File: config.mk
export PLATFORM = sky130hd
export DESIGN_NAME = axis_requantizer
export DESIGN_NICKNAME = d
export VERILOG_FILES = /design/src/rtl/axis_requantizer.sv
export SDC_FILE = /design/constraint.sdc
export NUM_CORES = 1
export LEC_CHECK = 0
export CAP_MARGIN = 5
export CORE_MARGIN = 10
export CORE_UTILIZATION = 50
export CTS_BUF_LIST = sky130_fd_sc_hd__clkbuf_16
export DETAILED_ROUTE_END_ITERATION = 10
export PLACE_DENSITY = 0.82
export SLEW_MARGIN = 20
export SYNTH_ARGS = -nofsm -noshare
export SYNTH_HDL_FRONTEND = slang
export SYNTH_SLANG_ARGS = --single-unit
File: constraint.sdc
create_clock -name s00_axis_aclk -period 20 [get_ports s00_axis_aclk]
set_clock_uncertainty 0.1 [all_clocks]
set_input_delay 4 -clock s00_axis_aclk [delete_from_list [all_inputs] [get_ports s00_axis_aclk]]
set_output_delay 4 -clock s00_axis_aclk [all_outputs]
set_load 0.03 [all_outputs]
File: src/rtl/axis_requantizer.sv
// Requantises signed FIR accumulator beats: shift, optional round, offset/clamp to OUT_WIDTH.
// Latency: two registered stages (input-side stage 1, output register); one beat per cycle.
// Backpressure: both stages advance together only when the output register is empty or being drained.
//
// Ports: s00_axis_* slave stream (signed samples, tlast), m00_axis_* master stream
// (quantised samples, tlast, constant tstrb), shift = runtime extra shift,
// sat_clr / sat_count = saturating count of clamped output beats.
module axis_requantizer #(
    parameter int IN_WIDTH      = 32,
    parameter int OUT_WIDTH     = 8,
    parameter int M_TDATA_WIDTH = 32,
    parameter int BASE_SHIFT    = 12,
    parameter int ROUND         = 1,
    parameter int OUT_SIGNED    = 0,
    parameter int CNT_WIDTH     = 16
) (
    input  logic                         s00_axis_aclk,
    input  logic                         s00_axis_areset,
    input  logic [IN_WIDTH-1:0]          s00_axis_tdata,
    input  logic                         s00_axis_tvalid,
    input  logic                         s00_axis_tlast,
    output logic                         s00_axis_tready,
    output logic [M_TDATA_WIDTH-1:0]     m00_axis_tdata,
    output logic                         m00_axis_tvalid,
    output logic                         m00_axis_tlast,
    output logic [M_TDATA_WIDTH/8-1:0]   m00_axis_tstrb,
    input  logic                         m00_axis_tready,
    input  logic [3:0]                   shift,
    input  logic                         sat_clr,
    output logic [CNT_WIDTH-1:0]         sat_count
);
    // Internal arithmetic is one bit wider than the input so the rounding add cannot overflow.
    localparam int TW = IN_WIDTH + 1;
    localparam logic signed [TW-1:0] SAT_HI = TW'((64'd1 << (OUT_WIDTH - 1)) - 64'd1);
    localparam logic signed [TW-1:0] SAT_LO = ~SAT_HI;

    logic                    en;
    logic                    accept;
    logic                    in_pkt_q;
    logic [3:0]              held_shift_q;
    logic [3:0]              eff_shift;
    logic [TW-1:0]           t_amt;
    logic signed [TW-1:0]    x_ext;
    logic signed [TW-1:0]    rnd;
    logic signed [TW-1:0]    sum;
    logic signed [TW-1:0]    s1_dat_d;

    logic                    s1_vld_q;
    logic                    s1_last_q;
    logic signed [TW-1:0]    s1_dat_q;

    logic [OUT_WIDTH-1:0]    clamp_d;
    logic                    sat_d;
    logic [M_TDATA_WIDTH-1:0] out_dat_d;

    logic                    m_vld_q;
    logic                    m_last_q;
    logic [M_TDATA_WIDTH-1:0] m_dat_q;
    logic [CNT_WIDTH-1:0]    sat_cnt_q;

    assign en              = !m_vld_q || m00_axis_tready;
    assign s00_axis_tready = en;
    assign accept          = s00_axis_tvalid && en;

    // Shift is frozen for the remainder of a packet once its first beat is taken.
    assign eff_shift = in_pkt_q ? held_shift_q : shift;
    assign t_amt     = TW'(BASE_SHIFT) + TW'(eff_shift);
    assign x_ext     = {s00_axis_tdata[IN_WIDTH-1], s00_axis_tdata};

    always_comb begin
        rnd = '0;
        if (ROUND != 0 && t_amt != '0 && t_amt < TW'(TW))
            rnd = TW'(1) << (t_amt - TW'(1));
    end

    assign sum = x_ext + rnd;

    always_comb begin
        s1_dat_d = sum >>> t_amt;
        // Shifting everything out leaves only the sign of the sample.
        if (t_amt >= TW'(IN_WIDTH))
            s1_dat_d = {TW{x_ext[TW-1]}};
    end

    // Clamp in the two's-complement domain; offset-binary is the same value with the MSB flipped.
    always_comb begin
        sat_d   = 1'b0;
        clamp_d = s1_dat_q[OUT_WIDTH-1:0];
        if (s1_dat_q > SAT_HI) begin
            clamp_d = SAT_HI[OUT_WIDTH-1:0];
            sat_d   = 1'b1;
        end else if (s1_dat_q < SAT_LO) begin
            clamp_d = SAT_LO[OUT_WIDTH-1:0];
            sat_d   = 1'b1;
        end
    end

    always_comb begin
        if (OUT_SIGNED != 0)
            out_dat_d = M_TDATA_WIDTH'(signed'(clamp_d));
        else
            out_dat_d = M_TDATA_WIDTH'({~clamp_d[OUT_WIDTH-1], clamp_d[OUT_WIDTH-2:0]});
    end

    always_ff @(posedge s00_axis_aclk) begin
        if (s00_axis_areset) begin
            in_pkt_q     <= 1'b0;
            held_shift_q <= '0;
            s1_vld_q     <= 1'b0;
            s1_last_q    <= 1'b0;
            s1_dat_q     <= '0;
            m_vld_q      <= 1'b0;
            m_last_q     <= 1'b0;
            m_dat_q      <= '0;
        end else begin
            if (accept) begin
                held_shift_q <= eff_shift;
                in_pkt_q     <= !s00_axis_tlast;
            end
            // Bubbles travel through as invalid slots rather than being squeezed out.
            if (en) begin
                s1_vld_q  <= accept;
                s1_last_q <= s00_axis_tlast;
                s1_dat_q  <= s1_dat_d;
                m_vld_q   <= s1_vld_q;
                m_last_q  <= s1_last_q;
                m_dat_q   <= out_dat_d;
            end
        end
    end

    always_ff @(posedge s00_axis_aclk) begin
        if (s00_axis_areset)
            sat_cnt_q <= '0;
        else if (sat_clr)
            sat_cnt_q <= '0;
        else if (en && s1_vld_q && sat_d && !(&sat_cnt_q))
            sat_cnt_q <= sat_cnt_q + CNT_WIDTH'(1);
    end

    assign m00_axis_tdata  = m_dat_q;
    assign m00_axis_tvalid = m_vld_q;
    assign m00_axis_tlast  = m_last_q;
    assign m00_axis_tstrb  = '1;
    assign sat_count       = sat_cnt_q;
endmodule
# Word-level counts from Yosys, hierarchy flattened
# Cells that the tools add are included.
# Widths: inputs -> output; s select.
[word_totals] regBits=66 input_bits=42 elab_cells=39
[op_classes] addsub=4 magnitude_cmp=4 shift=2 muxes=7 bitwise=1 reduce_logical=12
[ops] operator="$mux 33" n=2
[ops] operator="$add 32x33->33" n=1
[ops] operator="$gt 33x8->1 const B" n=1
[ops] operator="$lt 33x8->1 const B" n=1
[ops] operator="$reduce_bool 33->1" n=1
[ops] operator="$shl 1x33->33 const A" n=1
[ops] operator="$sshr 33x5->33" n=1
[ops] operator="$add 16x1->16 const B" n=1
[ops] operator="$mux 8" n=2
[ops] operator="$reduce_and 16->1" n=1
[ops] operator="$ge 5x6->1 const B" n=1
[ops] operator="$lt 5x6->1 const B" n=1
[ops] operator="$sub 5x1->6 const B" n=1
[ops] operator="$add 4x4->5 const A" n=1
[ops] operator="$logic_and 1x1->1" n=5
[ops] operator="$mux 4" n=1
[ops] operator="$logic_not 1->1" n=3
[ops] operator="$mux 1" n=2
[ops] operator="$reduce_or 2->1" n=1
[ops] operator="$logic_or 1x1->1" n=1
[ops] operator="$not 1->1" n=1

# Longest topological paths before layout
# Gate-level depths: netlist (run 1).
[depth] ltp_word=8 ltp_mapped=27 ltp_nobuf=21

# Worst setup path before layout (run 1)
# Ideal clock, no wire load.
[synth_path] path_type="input to register" start="in shift[0]" end="reg s1_dat_q[3]" setup_ns=0.114 arrival_time_ns=9.122 required_time_ns=19.786 path_slack_ns=10.664 stages=24 n_path_buf=3 cell_sequence="mux2_2 > inv_1 > buf_2 > buf_1 > buf_1 > ha_1 > inv_1 > a21boi_0 > a22oi_1 > o211ai_1 > or2_2 > nor2_1 > ha_1 > fa_1 > a211oi_1 > o21ai_2 > a21oi_2 > nor2_1 > mux2_4 > nor4_2 > mux2i_1 > mux4_2 > a32o_1 > a21o_1"
[synth_between] elab_chain_cells=8 elab_cells_between_ends=12 classes_between="3 x add/sub; 2 x order compare; 2 x shift; 3 x mux; 2 x reduce/logical"
[synth_lines] item="from (decl)" line_no="28" text="input logic [3:0] shift,"
[synth_lines] item="$mux 4 *" line_no="66" text="assign eff_shift = in_pkt_q ? held_shift_q : shift;"
[synth_lines] item="$add 4x4->5 *" line_no="67" text="assign t_amt = TW'(BASE_SHIFT) + TW'(eff_shift);"
[synth_lines] item="$sub 5x1->6, or another cell as far along" line_no="73" text="rnd = TW'(1) << (t_amt - TW'(1));"
[synth_lines] item="$shl 1x33->33 or $logic_and 1x1->1 (tied branches)" line_no="73, 72"
[synth_lines] item="$mux 33" line_no="72" text="if (ROUND != 0 && t_amt != '0 && t_amt < TW'(TW))"
[synth_lines] item="$add 32x33->33" line_no="76" text="assign sum = x_ext + rnd;"
[synth_lines] item="$sshr 33x5->33" line_no="79" text="s1_dat_d = sum >>> t_amt;"
[synth_lines] item="$mux 33 *" line_no="81" text="if (t_amt >= TW'(IN_WIDTH))"
[synth_lines] item="to (signal assigned)" line_no="124" text="s1_dat_q <= s1_dat_d;"
[synth_lines] item="to (decl)" line_no="50" text="logic signed [TW-1:0] s1_dat_q;"
# Mark *: on every way between the ends. The rest lies on a longest branch, timed or not.
# A chain may end at the register's enable or synchronous reset.

# Worst setup path in the final report (run 1)
[layout_path] start="in shift[2]" end="reg s1_dat_q[8]"
# Same word-level chain as after synthesis.

==> metrics.md, run 1 <==
| Metric | Value |
|---|---|
| Run status | `complete, no violations` |
| Htree depth | `3` |
| Post-DRT Antenna Nets | `0` |
| Area of the core | `between 15000 and 20000 sq um` |
| Largest net degree at the start of global routing | `46` |
| Starting Density | `51.0%` |
| Vias | `around 8600` |
| Crit-path max cell delay | `0.47 ns` |
| CP delay by family, top | `compound AO/OA/AOI/OAI gates` |
| DR iter-0 viols | `approximately 1100` |
| Cell breakdown of the critical path | `clkdlybuf4s50_1 > mux2i_4 > buf_4 > ha_1 > buf_4 > nand2_1 > nor2_1 > nand2_1 > o211ai_1 > or2_2 > nor2_1 > ha_1 > fa_1 > a211oi_1 > o21ai_2 > a32oi_1 > nand2_1 > xor2_1 > a21oi_1 > a211oi_2 > nand2_1 > mux4_2 > a31oi_1` |
| CTS resizes | `0` |
| Cell Count Post-Placement | `1301` |
| Die area | `21000 sq um` |
| Sum Neg Setup Slack | `0 ns` |
| Fillcell total | `1439` |
| Fin util | `between 50% and 60%` |
| Share of layout cells above drive strength 1 | `a little under a tenth` |
| Post-CTS setup buffer count | `0` |
| Ys flop type | `dfxtp_1` |
| TritonCTS clock tree | `yes` |
| Total leakage power | `3.33 nW` |
| Drt wl/cell | `20.1 um` |
| CP Capture Type | `flip-flop` |
| Pwr Density | `65.5 nW/um^2` |
| Clk sink count | `66` |
| Cell Count, Final, Fillers Out | `roughly 1300` |
| Worst VDD drop | `46.5 uV` |
| Unrepaired setup endpoints after global routing | `false` |
| Initial antenna violation count | `0` |
| Yosys warnings | `0` |
| N_diodes | `0` |
| Final setup vio count | `0` |
| # Max-Cap Violations | `0` |
| Synthesized area | `7790 sq um` |
| Yosys reg bits | `66` |
| Die Height | `approximately 140 um` |
| GR Overflow Total | `0` |
| Chip width | `145 um` |
| Worst slew margin | `47.8%` |
| Tmin final | `10.62 ns` |
| Crit path required time | `20.15 ns` |
| Crit Path Class | `in2reg` |
| DPL Wire Length | `20100 um` |
| Tcrit/Tclk final | `53.1%` |
| F_max | `about 94 MHz` |
| Buffers added on ports | `~70` |
| Placer congestion estimate | `1.04` |
| Worst-Margin Slew | `0.780 ns` |
| Nets | `between 1000 and 1500` |
| Total GRT Usage | `24.4%` |
| Design Power | `0.572 mW` |
| FFs w/ async S/R, synth | `0%` |
| Wirelength, routed | `26400 um` |
| Sequential share of the synthesized area | `about 17%` |
| Average size of a mapped cell | `~7.2 sq um` |
| Vias in the first global route | `approximately 7800` |
| Boundary Pins | `97` |
| Synth-to-Final Area Change | `12.2%` |
| CP Data Arrival Time | `10.77 ns` |
| CTS clk-pin slew, worst paths | `about 0.06 ns` |
| Startpoint Class | `input pin` |
| Mapped Cells | `around 1100` |
| Hold Buf Count CTS | `0` |
| Number of synthesized flops with an enable pin | `0` |
| Clock Latency Late Sink | `0.33 ns` |
| Synth unique cells | `roughly 100` |
| CTS Buf Count | `9` |
| CTS Root Cell | `clkbuf_16` |
| CP max FO | `45` |
| Slowest CP cell | `mux4_2` |
| Final Hold Fails | `0` |
| Via/cell ratio | `around 6.5` |
| FP Rows | `45` |
| Hold Path Class | `reg2reg` |
| First-pass GRT wire length | `41700 um` |
| Clock Tree Buf Depth | `2` |
| Buf/Inv on CP | `3` |
| # DRC | `0` |
| Slew Viols, Final | `0` |
| Top cell by count, worst path | `nand2_1` |
| Initial DRT Pass Iterations | `6` |
[worst reg2reg max path: stages (launching register included)]
cell and delay [ns]:
dfxtp_1 0.47, mux2i_4 0.27, buf_4 0.42, ha_1 0.41, buf_4 0.41, nand2_1 0.27
nor2_1 0.29, nand2_1 0.25, o211ai_1 0.28, or2_2 0.22, nor2_1 0.07, ha_1 0.23
fa_1 0.43, a211oi_1 0.44, o21ai_2 0.18, a32oi_1 0.43, nand2_1 0.20, xor2_1 0.29
a21oi_1 0.15, a211oi_2 0.41, nand2_1 0.15, mux4_2 0.47, a31oi_1 0.16
[stage by stage]
step	setup slack [ns]	area [sq um]	hold WS, ns
after floorplan	10.66	7890	0.326
after detailed placement	9.26	8420	0.345
after global placement	9.34	8420	0.341
after global routing	9.08	8730	0.366
after CTS	9.55	8730	0.354
final	9.38	8730	0.355
[report_power, final]
| part | switching, mW | internal, mW |
|---|---|---|
| clock network | 0.0583 | 0.108 |
| logic | 0.162 | 0.0872 |
| registers | 0.0116 | 0.145 |
[cell type report]
| type | count | area (sq um) | share of cell area (%) |
|---|---|---|---|
| multi-input combinational | 926 | 6000 | 68.7 |
| sequential | 66 | 1320 | 15.1 |
| timing repair buffer | 80 | 771 | 8.82 |
| tap | 211 | 264 | 3.02 |
| clock buffer | 9 | 225 | 2.58 |
| clock inverter | 7 | 86.3 | 0.988 |
| inverter | 18 | 67.6 | 0.774 |
[flip-flops by register name, indices dropped and copies added, names as in the netlist, 4 cells and up]
register        cells
held_shift_q        4
m00_axis_tdata      8
s1_dat_q           33
sat_count          16
[per-layer routing]
| layer | vias to the layer above | GRT usage [%] | routed length [um] |
|---|---|---|---|
| met4 | 0 | 11.5 | 1250 |
| met5 | - | 0 | 0 |
| met3 | 93 | 2.80 | 2360 |
| li1 | 4029 | - | - |
| met1 | 3936 | 32.4 | 11000 |
| met2 | 537 | 38.4 | 11800 |
[cells in the final DEF (no fill, tap or decap), types with 5 or more instances in the layout]
cell type,Yosys,routed
conb_1,2,28
nor4_1,8,8
o21bai_1,5,5
o211ai_1,27,27
o21ai_0,50,50
a21o_1,9,9
o21ai_1,23,23
o221ai_1,7,7
or2_1,5,5
and3_1,11,11
a31o_1,5,5
a211oi_1,24,24
and2_1,7,7
a22o_1,6,6
nand4_1,28,28
a31oi_1,13,13
or3_1,13,13
a22oi_1,6,6
nor3_1,36,36
dfxtp_1,66,66
buf_4,32,12
o31ai_1,5,5
nand2_1,119,119
a21oi_1,74,74
or2_2,6,6
nand3_1,27,27
inv_1,16,18
nor2_1,147,147
clkbuf_16,0,9
clkdlybuf4s50_1,0,68
xnor2_1,10,10
xor2_1,25,25
o22ai_1,7,7
ha_1,38,38
mux2_2,12,12
mux2i_1,22,21
[synth_stat cells (10+ instances only)]
master	number	area, sq um
mux2i_1	22	220
nand2_1	119	447
and3_1	11	68.8
inv_1	16	60.1
mux2_2	12	135
xnor2_1	10	87.6
buf_2	20	100
ha_1	38	475
clkbuf_1	36	135
a21oi_1	74	370
o211ai_1	27	203
or3_1	13	81.3
xor2_1	25	219
buf_4	32	240
a31oi_1	13	81.3
nand4_1	28	175
dfxtp_1	66	1320
nand3_1	27	135
nor2_1	147	552
nor3_1	36	180
o21ai_1	23	115
o21ai_0	50	250
a211oi_1	24	180
[logic make-up (layout without fill, tap and decap cells)]
| group | Yosys count | in the layout | share of synthesized area [%] |
|---|---|---|---|
| mux | 38 | 38 | 5.53 |
| compound gates | 344 | 344 | 31.9 |
| fa+ha+maj | 39 | 39 | 6.36 |
| flops | 66 | 66 | 17.0 |
| xor+xnor | 36 | 36 | 4.15 |
| simple gates | 441 | 441 | 27.6 |
| other cells | 2 | 28 | 0.0964 |
| buf+inv | 115 | 114 | 7.41 |
[worst paths after layout]
path                                              from                  endpoint  slack [ns]  depth (start not counted)
worst max-delay path                          shift[2]  s1_dat_q[8]$_SDFFE_PP0N_        9.38                         23
worst min-delay path            s1_last_q$_SDFFE_PP0N_    s1_last_q$_SDFFE_PP0N_        0.36                          2
worst max register to register   in_pkt_q$_SDFFE_PP0P_  s1_dat_q[8]$_SDFFE_PP0N_       12.90                         22
worst min register to register  s1_last_q$_SDFFE_PP0N_    s1_last_q$_SDFFE_PP0N_        0.36                          2
(Power assumes the default switching activity.)
==> inputs of run 2 (changes only) <==
--- a/config.mk
+++ b/config.mk
@@ -10,7 +10,7 @@
 export CORE_UTILIZATION = 50
 export CTS_BUF_LIST = sky130_fd_sc_hd__clkbuf_16
 export DETAILED_ROUTE_END_ITERATION = 10
-export PLACE_DENSITY = 0.82
+export PLACE_DENSITY = 0.85
 export SLEW_MARGIN = 20
 export SYNTH_ARGS = -nofsm -noshare
 export SYNTH_HDL_FRONTEND = slang
==> constraint.sdc (replaced) <==
create_clock -name s00_axis_aclk -period 8.62 [get_ports s00_axis_aclk]
set_clock_uncertainty 0.1 [all_clocks]
set_input_delay 1.724 -clock s00_axis_aclk [delete_from_list [all_inputs] [get_ports s00_axis_aclk]]
set_output_delay 1.724 -clock s00_axis_aclk [all_outputs]
set_load 0.03 [all_outputs]
==> metrics.md, run 2 (synthesized netlist as in run 1, its figures left out) <==
| Metric | Value |
|---|---|
| CP Capture Type | `flip-flop` |
| Tmin final | `7.77 ns` |
| Area after DPL | `8470 sq um` |
| Cell Count Post-Placement | `1307` |
| CP Data Arrival Time | `about 8 ns` |
| Chip width | `145 um` |
| Initial DRT Pass Iterations | `10` |
| Clock power share | `27.5%` |
| Run status | `finished with violations` |
| Starting Density | `about half` |
| Boundary Pins | `97` |
| Clk sink count | `between 60 and 70` |
| Cell Count, Final, Fillers Out | `between 1000 and 1500` |
| Area of the core | `~15000 sq um` |
| Commonest cells after routing, fill and taps aside | `146 x nor2_1, 119 x nand2_1, 74 x a21oi_1` |
| GR Overflow Total | `0` |
| Startpoint Class | `input pin` |
| # Max-Cap Violations | `0` |
| Total GRT Usage | `24.2%` |
| Int Pwr | `~0.76 mW` |
| Share of layout cells above drive strength 1 | `between 10% and 20%` |
| Post-CTS setup buffer count | `0` |
| Clock Tree Buf Depth | `2` |
| WHS | `~0.36 ns` |
| CTS resizes | `0` |
| Unrepaired setup endpoints after global routing | `false` |
| TritonCTS clock tree | `yes` |
| Fin area | `8760 sq um` |
| Via/cell ratio | `6.55` |
| Crit path required time | `8.79 ns` |
| CTS clk-pin slew, worst paths | `0.05 ns` |
| Sum Neg Setup Slack | `0 ns` |
| Sequential share of power | `27.9%` |
| Worst VDD drop | `110 uV` |
| DR iter-0 viols | `around 1200` |
| Hold Buf Count CTS | `0` |
| Tcrit/Tclk final | `between 90% and 100%` |
| Die area | `~21000 sq um` |
| Slew Viols, Final | `0` |
| Synth-to-Final Area Change | `12.5%` |
| Initial antenna violation count | `0` |
| Max reg flops | `33` |
| Final setup vio count | `0` |
| Wirelength, routed | `approximately 26000 um` |
| First-pass GRT wire length | `41400 um` |
| Worst-Margin Slew | `0.856 ns` |
| Commonest non-fill, non-tap cell in the layout | `nor2_1` |
| DPL Wire Length | `~20000 um` |
| N_diodes | `0` |
| Hold Path Class | `reg2reg` |
| P_sw | `around 0.53 mW` |
| Largest Register | `s1_dat_q` |
| FP Rows | `45` |
| Crit Path Class | `in2reg` |
| Clock Latency Late Sink | `roughly 0.33 ns` |
| Vias in the first global route | `around 8000` |
| Pwr Density | `148 nW/um^2` |
| Placer congestion estimate | `1.02` |
| Worst slew margin | `41.5%` |
| CP max FO | `40` |
| Fin util | `57.4%` |
| Drt wl/cell | `19.9 um` |
| Nets | `1188` |
| Die Height | `around 140 um` |
| Sw frac | `between 40% and 50%` |
| Vias | `8671` |
| CTS Buf Count | `9` |
| CTS Root Cell | `clkbuf_16` |
| F_max | `between 100 and 150 MHz` |
| Largest net degree at the start of global routing | `44` |
| Final Hold Fails | `0` |
| Post-DRT Antenna Nets | `0` |
| Total leakage power | `3.34 nW` |
| Htree depth | `3` |
| # DRC | `2` |
| Failing checks | `design-rule violations` |
| Buffers added on ports | `68` |
| Combinational Power Share | `44.6%` |
[run 2: metal layers]
layer | share of wire [%] | track usage [%]
met1 | 41 | 31.3
met2 | 46 | 39.2
met3 | 9.7 | 3.68
met4 | 3.8 | 10.4
met5 | 0 | 0
[run 2: final timing paths]
path                                     from                          end  slack (ns)  depth (start not counted)
setup / recovery                     shift[3]    s1_dat_q[15]$_SDFFE_PP0N_        0.85                         20
setup reg to reg        in_pkt_q$_SDFFE_PP0P_    s1_dat_q[15]$_SDFFE_PP0N_        2.02                         19
hold reg to reg   m00_axis_tlast$_SDFFE_PP0N_  m00_axis_tlast$_SDFFE_PP0N_        0.36                          2
hold / removal    m00_axis_tlast$_SDFFE_PP0N_  m00_axis_tlast$_SDFFE_PP0N_        0.36                          2
[run 2: through the flow]
stage                     total power [mW]  setup WS [ns]
after global placement               0.916          0.854
after global routing                  1.36          0.594
after detailed placement             0.922          0.786
after CTS                             1.28           1.10
final                                 1.30          0.846
after floorplan                      0.777           1.56
[run 2: power groups by stage]
stage | combinational [mW] | clock (mW) | sequential (mW)
2_1_floorplan | 0.409 | 0 | 0.368
3_3_place_gp | 0.550 | 0 | 0.366
3_5_place_dp | 0.554 | 0 | 0.367
4_1_cts | 0.558 | 0.360 | 0.361
5_1_grt | 0.616 | 0.376 | 0.366
6_report | 0.579 | 0.358 | 0.363
[run 2: critical path, stage by stage]
cell             delay (ns)
clkdlybuf4s50_1        0.39
mux2i_1                0.29
ha_1                   0.32
buf_4                  0.27
clkinv_1               0.10
buf_4                  0.25
a2bb2oi_1              0.49
or2_2                  0.26
nor2_1                 0.06
ha_1                   0.49
o211ai_1               0.21
o211ai_2               0.35
nand3_2                0.26
and3_1                 0.28
nor4_4                 0.49
o22ai_1                0.19
nor4_1                 0.35
a21oi_1                0.10
a2111oi_0              0.81
a22o_1                 0.22
[run 2: layout make-up]
type / instances / area, sq um
Multi-Input combinational cell: 926 / 6000
Timing Repair Buffer: 86 / 816
Inverter: 18 / 67.6
Clock buffer: 9 / 225
Sequential cell: 66 / 1320
Fill cell: 1438 / 6490
Tap cell: 211 / 264
Clock inverter: 7 / 67.6
